[config.mk]
export PLATFORM = sky130hd
export DESIGN_NAME = link_rx_buffer
export DESIGN_NICKNAME = d
export VERILOG_FILES = /design/src/rtl/link_pkg.sv /design/src/rtl/sync_fifo.sv /design/src/rtl/link_rx_buffer.sv
export SDC_FILE = /design/constraint.sdc
export NUM_CORES = 1
export LEC_CHECK = 0
export ABC_CLOCK_PERIOD_IN_PS = 4100
export CORE_ASPECT_RATIO = 1.2
export CORE_MARGIN = 1
export CORE_UTILIZATION = 55
export CTS_CLUSTER_SIZE = 12
export DETAILED_ROUTE_END_ITERATION = 7
export PLACE_DENSITY_LB_ADDON = 0.25
export SLEW_MARGIN = 10
export SYNTH_ARGS = -nofsm -noshare
export SYNTH_HDL_FRONTEND = slang
export SYNTH_SLANG_ARGS = --single-unit
[constraint.sdc]
create_clock -name clk -period 4.1 [get_ports clk]
set_clock_uncertainty 0.2 [all_clocks]
set_input_delay 0.615 -clock clk [delete_from_list [all_inputs] [get_ports clk]]
set_output_delay 0.615 -clock clk [all_outputs]
set_load 0.01 [all_outputs]
[src/rtl/link_pkg.sv]
// ----------------------------------------------------------------------------
// link_pkg : types shared by the link transmitter, the link model and the
//            receive buffer.  Rev 1.0
// ----------------------------------------------------------------------------
`default_nettype none

package link_pkg;

  localparam int LINK_WIDTH = 32;

  typedef logic [1:0] credit_t;

  typedef struct packed {
    logic [LINK_WIDTH-1:0] payload;
    logic                  valid;
    logic                  error;
  } link_beat_t;

  // Credits owed this cycle: one per freed slot plus one per corrupted beat.
  function automatic credit_t credit_sum(input logic a, input logic b);
    return credit_t'({1'b0, a}) + credit_t'({1'b0, b});
  endfunction

endpackage

`default_nettype wire

[src/rtl/sync_fifo.sv]
// ----------------------------------------------------------------------------
// sync_fifo : registered-storage FIFO with first-word fall-through; pointers
//             wrap modulo DEPTH so DEPTH need not be a power of two.  Rev 1.0
// ----------------------------------------------------------------------------
`default_nettype none

module sync_fifo #(
  parameter int WIDTH = 32,
  parameter int DEPTH = 4,
  localparam int CNT_W = $clog2(DEPTH + 1),
  localparam int PTR_W = $clog2(DEPTH)
) (
  input  logic             clk,
  input  logic             rst,
  input  logic             push,
  input  logic             pop,
  input  logic [WIDTH-1:0] din,
  output logic [WIDTH-1:0] dout,
  output logic             empty,
  output logic             full,
  output logic [CNT_W-1:0] count
);

  localparam logic [PTR_W-1:0] PTR_ONE  = PTR_W'(1);
  localparam logic [PTR_W-1:0] PTR_LAST = PTR_W'(DEPTH - 1);
  localparam logic [CNT_W-1:0] CNT_ONE  = CNT_W'(1);
  localparam logic [CNT_W-1:0] CNT_FULL = CNT_W'(DEPTH);

  logic [WIDTH-1:0] mem [DEPTH];
  logic [PTR_W-1:0] wr_ptr;
  logic [PTR_W-1:0] rd_ptr;
  logic             pop_ok;
  logic             push_ok;

  assign empty   = (count == '0);
  assign full    = (count == CNT_FULL);
  assign pop_ok  = pop & ~empty;
  // A full FIFO still takes a push when the head leaves in the same cycle.
  assign push_ok = push & (~full | pop_ok);
  assign dout    = mem[rd_ptr];

  function automatic logic [PTR_W-1:0] ptr_inc(input logic [PTR_W-1:0] p);
    return (p == PTR_LAST) ? '0 : p + PTR_ONE;
  endfunction

  always_ff @(posedge clk) begin
    if (push_ok) begin
      mem[wr_ptr] <= din;
    end
  end

  always_ff @(posedge clk) begin
    if (rst) begin
      wr_ptr <= '0;
      rd_ptr <= '0;
      count  <= '0;
    end else begin
      if (push_ok) begin
        wr_ptr <= ptr_inc(wr_ptr);
      end
      if (pop_ok) begin
        rd_ptr <= ptr_inc(rd_ptr);
      end
      case ({push_ok, pop_ok})
        2'b10:   count <= count + CNT_ONE;
        2'b01:   count <= count - CNT_ONE;
        default: count <= count;
      endcase
    end
  end

endmodule

`default_nettype wire

[src/rtl/link_rx_buffer.sv]
// ----------------------------------------------------------------------------
// link_rx_buffer : absorbs link beats into a FIFO, re-presents them on a
//                  valid/ready port and returns credits upstream.  Rev 1.0
// ----------------------------------------------------------------------------
`default_nettype none

module link_rx_buffer
  import link_pkg::*;
#(
  parameter int WIDTH         = 32,
  parameter int DEPTH         = 4,
  parameter int ERR_CNT_WIDTH = 8
) (
  input  logic                     clk,
  input  logic                     rst,
  input  logic [WIDTH-1:0]         in_p,
  input  logic                     in_valid,
  input  logic                     in_error,
  output logic [WIDTH-1:0]         out_p,
  output logic                     out_valid,
  input  logic                     out_ready,
  output logic [1:0]               credit_return,
  output logic [ERR_CNT_WIDTH-1:0] error_count,
  output logic                     overflow
);

  localparam int CNT_W = $clog2(DEPTH + 1);
  localparam logic [ERR_CNT_WIDTH-1:0] ERR_ONE = ERR_CNT_WIDTH'(1);

  logic             fifo_empty;
  logic             fifo_full;
  logic [CNT_W-1:0] fifo_count;
  logic             pop;
  logic             push_req;
  logic             overflow_evt;
  credit_t          credit_q;

  assign out_valid    = (fifo_count != '0);
  assign pop          = out_ready & ~fifo_empty;
  assign push_req     = in_valid & ~in_error;
  // A full FIFO with no pop has nowhere to put the beat: drop it, no credit.
  assign overflow_evt = push_req & fifo_full & ~pop;

  sync_fifo #(
    .WIDTH (WIDTH),
    .DEPTH (DEPTH)
  ) u_fifo (
    .clk   (clk),
    .rst   (rst),
    .push  (push_req),
    .pop   (pop),
    .din   (in_p),
    .dout  (out_p),
    .empty (fifo_empty),
    .full  (fifo_full),
    .count (fifo_count)
  );

  always_ff @(posedge clk) begin
    if (rst) begin
      credit_q    <= '0;
      error_count <= '0;
      overflow    <= 1'b0;
    end else begin
      credit_q <= credit_sum(pop, in_error);
      if (in_error && (error_count != '1)) begin
        error_count <= error_count + ERR_ONE;
      end
      if (overflow_evt) begin
        overflow <= 1'b1;
      end
    end
  end

  assign credit_return = credit_q;

endmodule

`default_nettype wire

==> out/summary.log <==
qor: status.outcome finished, final reports clean
qor: sta.hold_violations 0
qor: sta.drv_slew 0
qor: logic_synthesis.syn_area 0.00558 mm^2
qor: logic_synthesis.yosysWarnings 0
qor: worst_setup_path.reg2reg_slack 1510 ps
qor: power_and_ir_drop.p_leak 2.35 nW
qor: power_and_ir_drop.vdd_ir_max 0.394 mV
qor: sta.fmaxAchievable 0.318 GHz
qor: worst_hold_path.worst_hold_path.endpoint overflow
qor: detailed_routing.vias 2845
qor: logic_synthesis.postSynth.asyncResetShare 0%
qor: clock_tree.worst_skew_pair.late_latency 410 ps
qor: logic_synthesis.synth_top_cell_area_share 68.8%
qor: cells_and_area.final_core_utilization 73.7%
qor: worst_setup_path.worst-r2r-cell-count 9
qor: logic_synthesis.yosysTopAreaCell sky130_fd_sc_hd__edfxtp_1
qor: sta.fin_setup_tns 0 ps
qor: cells_and_area.synthToLayoutAreaGrowth 28.2%
qor: cells_and_area.layout-drive-gt1-share 18.4%
qor: sta.tightestPinTransition 881 ps
qor: logic_synthesis.synth.cells.most_frequent 128 x sky130_fd_sc_hd__edfxtp_1, 32 x sky130_fd_sc_hd__mux4_2, 20 x sky130_fd_sc_hd__dfxtp_1, 11 x sky130_fd_sc_hd__a21oi_1
qor: worst_setup_path.criticalPathCategory register to output port
qor: run.timing.max_cap.violations 0
qor: place.placed_cell_area 0.00652 mm^2
qor: worst_setup_path.r2r-end u_fifo.count[2]
qor: logic_synthesis.post_synth_inst_count 273
qor: clock_tree.post_cts_resize_count 0
qor: worst_setup_path.critPathLaunchType register
qor: detailed_routing.dr.first_iter.drc_count 194
qor: die.effective_utilization_at_floorplan 57.5%
qor: worst_setup_path.critical_path.max_fanout 23
qor: cells_and_area.n_antenna_cell 0
qor: worst_setup_path.critPathCaptureType output port
qor: sta.unrepaired_setup_endpoints_after_global_routing false
qor: logic_synthesis.synth_edf_count 128
qor: detailed_routing.antenna_violating_nets_remaining 0
qor: detailed_routing.drc 0
qor: die.core 0.00971 mm^2
qor: sta.final-setup-viol-count 0
qor: grt.grt_start_max_net_pins 33
qor: power_and_ir_drop.power_density 582 mW/mm^2
qor: grt.gr-usage-all-layers 21.0%
qor: worst_hold_path.timing.hold.worst.class register to register
qor: worst_setup_path.timing.critical_path.arrival 2330 ps
qor: die.top_level_ports 81
qor: clock_tree.clock_sinks 148
qor: detailed_routing.wl 9900 um
qor: sta.min_period_over_period 76.7%
qor: grt.grt_pass1_wl 15400 um
qor: worst_hold_path.worst_hold_path.num_cells 2
qor: sta.timing.slew.headroom 41.3%
qor: detailed_routing.drtPass1Iterations 4
qor: sta.post-route-min-period 3140 ps
qor: logic_synthesis.cell_types_with_the_largest_area_share_after_synthesis sky130_fd_sc_hd__edfxtp_1 69%, sky130_fd_sc_hd__mux4_2 13%, sky130_fd_sc_hd__dfxtp_1 7.2%
qor: clock_tree.cts_inserted_buffers 17
qor: die.die_area 0.0106 mm^2
qor: die.placement_rows 39
qor: worst_setup_path.timing.rr.start u_fifo.count[0]
qor: detailed_routing.avgViaCountPerCell 5.71
qor: grt.grt.overflow.total 0
qor: logic_synthesis.synth_area_per_cell 20.5 um^2
qor: cells_and_area.finalNetCount 409
qor: worst_hold_path.hold_path_startpoint overflow
qor: place.port_buffers 80
qor: logic_synthesis.mappedNetlistNets 319
qor: die.die_height 112 um
qor: grt.first_global_vias 2921
qor: logic_synthesis.proportion_of_synthesized_chip_area_in_sequential_cells 76.0%
qor: clock_tree.cts_hold_buf 0
qor: logic_synthesis.synth.most_common_cell sky130_fd_sc_hd__edfxtp_1
qor: clock_tree.deepest_level_of_the_cts_h_tree 4
qor: detailed_routing.route.detailed.wl_per_inst 19.9 um
qor: cells_and_area.final_area 0.00716 mm^2
qor: clock_tree.clk_root_buffer_cell sky130_fd_sc_hd__clkbuf_16
qor: clock_tree.cts_tree built
qor: logic_synthesis.synthDistinctLibCells 36
qor: place.dp.final_hpwl 5510 um
qor: clock_tree.clockBufferDepth 2
qor: grt.grt_antenna_before_repair 0
qor: clock_tree.path_clk_slew 50 ps
qor: logic_synthesis.ys_seq_elements 148
qor: worst_setup_path.critPathRequiredTime 3280 ps
qor: clock_tree.post-cts-setup-buffer-count 0
qor: die.die_width 94.0 um
qor: logic_synthesis.ys.flop_type sky130_fd_sc_hd__edfxtp_1
qor: place.gp_congestion 0.788
how the worst max path moves through the flow:
stage,start,end,slack (ps)
6_report,register,out_p[3],960
5_1_grt,register,out_p[29],820
4_1_cts,register,out_p[15],890
3_5_place_dp,out_ready,u_fifo.count[2],830
3_3_place_gp,out_ready,u_fifo.count[2],980
2_1_floorplan,out_ready,u_fifo.count[2],1530
flip-flops by register name, indices dropped and copies added, names as in the netlist, named ones only:
| signal | count |
|---|---|
| error_count | 8 |
| u_fifo.count | 3 |
| u_fifo.wr_ptr | 2 |
| u_fifo.mem | 128 |
| overflow | 1 |
| u_fifo.rd_ptr | 2 |
| credit_return | 2 |
power breakdown:
part	total, mW	internal [mW]	switching [mW]
combinational	0.719	0.438	0.281
clock	1.67	1.13	0.546
sequential	1.77	1.70	0.0719
stage by stage:
stage / power, mW / worst slack [ps] / hold WS [ps] / cells
6_report: 4.17 / 956 / 301 / 498
2_1_floorplan: 2.19 / 1530 / 263 / 273
4_1_cts: 4.20 / 887 / 314 / 498
3_3_place_gp: 2.51 / 976 / 264 / 467
5_1_grt: 4.32 / 817 / 329 / 498
3_5_place_dp: 2.53 / 830 / 289 / 467
critical path, cell delays in order, from the launching register on:
cell                              delay, ps
sky130_fd_sc_hd__dfxtp_2                570
sky130_fd_sc_hd__buf_12                 280
sky130_fd_sc_hd__mux4_2                 550
sky130_fd_sc_hd__clkdlybuf4s50_1        500
kinds of logic (layout without fill, tap and decap cells):
kind of cell	Yosys count	after routing	share of synthesized area (%)
fa+ha+maj	9	9	2.15
xor+xnor	2	2	0.314
mux	35	35	13.5
compound gates	23	23	2.53
simple gates	39	39	4.15
flops	148	148	76.0
buf+inv	17	119	1.39
layer usage:
| layer | global-route usage (%) | vias up | wire [um] |
|---|---|---|---|
| met2 | 34.5 | 93 | 5320 |
| met5 | 0 | - | 0 |
| li1 | - | 1294 | - |
| met1 | 24.8 | 1445 | 3900 |
| met3 | 7.93 | 13 | 577 |
| met4 | 8.51 | 0 | 110 |
final cells by class:
type / instances / area [um^2]
timing repair buffer: 81 / 821
clock inverter: 13 / 213
clock buffer: 18 / 429
inverter: 7 / 26.3
multi-input combinational: 108 / 1270
sequential: 148 / 4250
tap: 123 / 154
fill: 567 / 2550
cells in the final DEF (no fill, tap or decap), types with 3 or more instances in the layout:
cell                              synthesis  routed
sky130_fd_sc_hd__a211oi_1                 3       3
sky130_fd_sc_hd__a21oi_1                 11      11
sky130_fd_sc_hd__and2_2                   0       4
sky130_fd_sc_hd__bufinv_16                0       6
sky130_fd_sc_hd__clkbuf_16                0      17
sky130_fd_sc_hd__clkdlybuf4s50_1          0      80
sky130_fd_sc_hd__clkinv_2                 0       5
sky130_fd_sc_hd__dfxtp_1                 20      18
sky130_fd_sc_hd__edfxtp_1               128     128
sky130_fd_sc_hd__ha_1                     8       8
sky130_fd_sc_hd__inv_1                    7       7
sky130_fd_sc_hd__mux4_2                  32      32
sky130_fd_sc_hd__nand2b_1                 3       3
sky130_fd_sc_hd__nor2_1                   8       8
sky130_fd_sc_hd__nor2b_1                  4       4
sky130_fd_sc_hd__nor3_1                   4       4
sky130_fd_sc_hd__o21ai_0                  3       3
sky130_fd_sc_hd__or3_1                    3       3
Note: power is estimated with default switching activity, not from simulation.
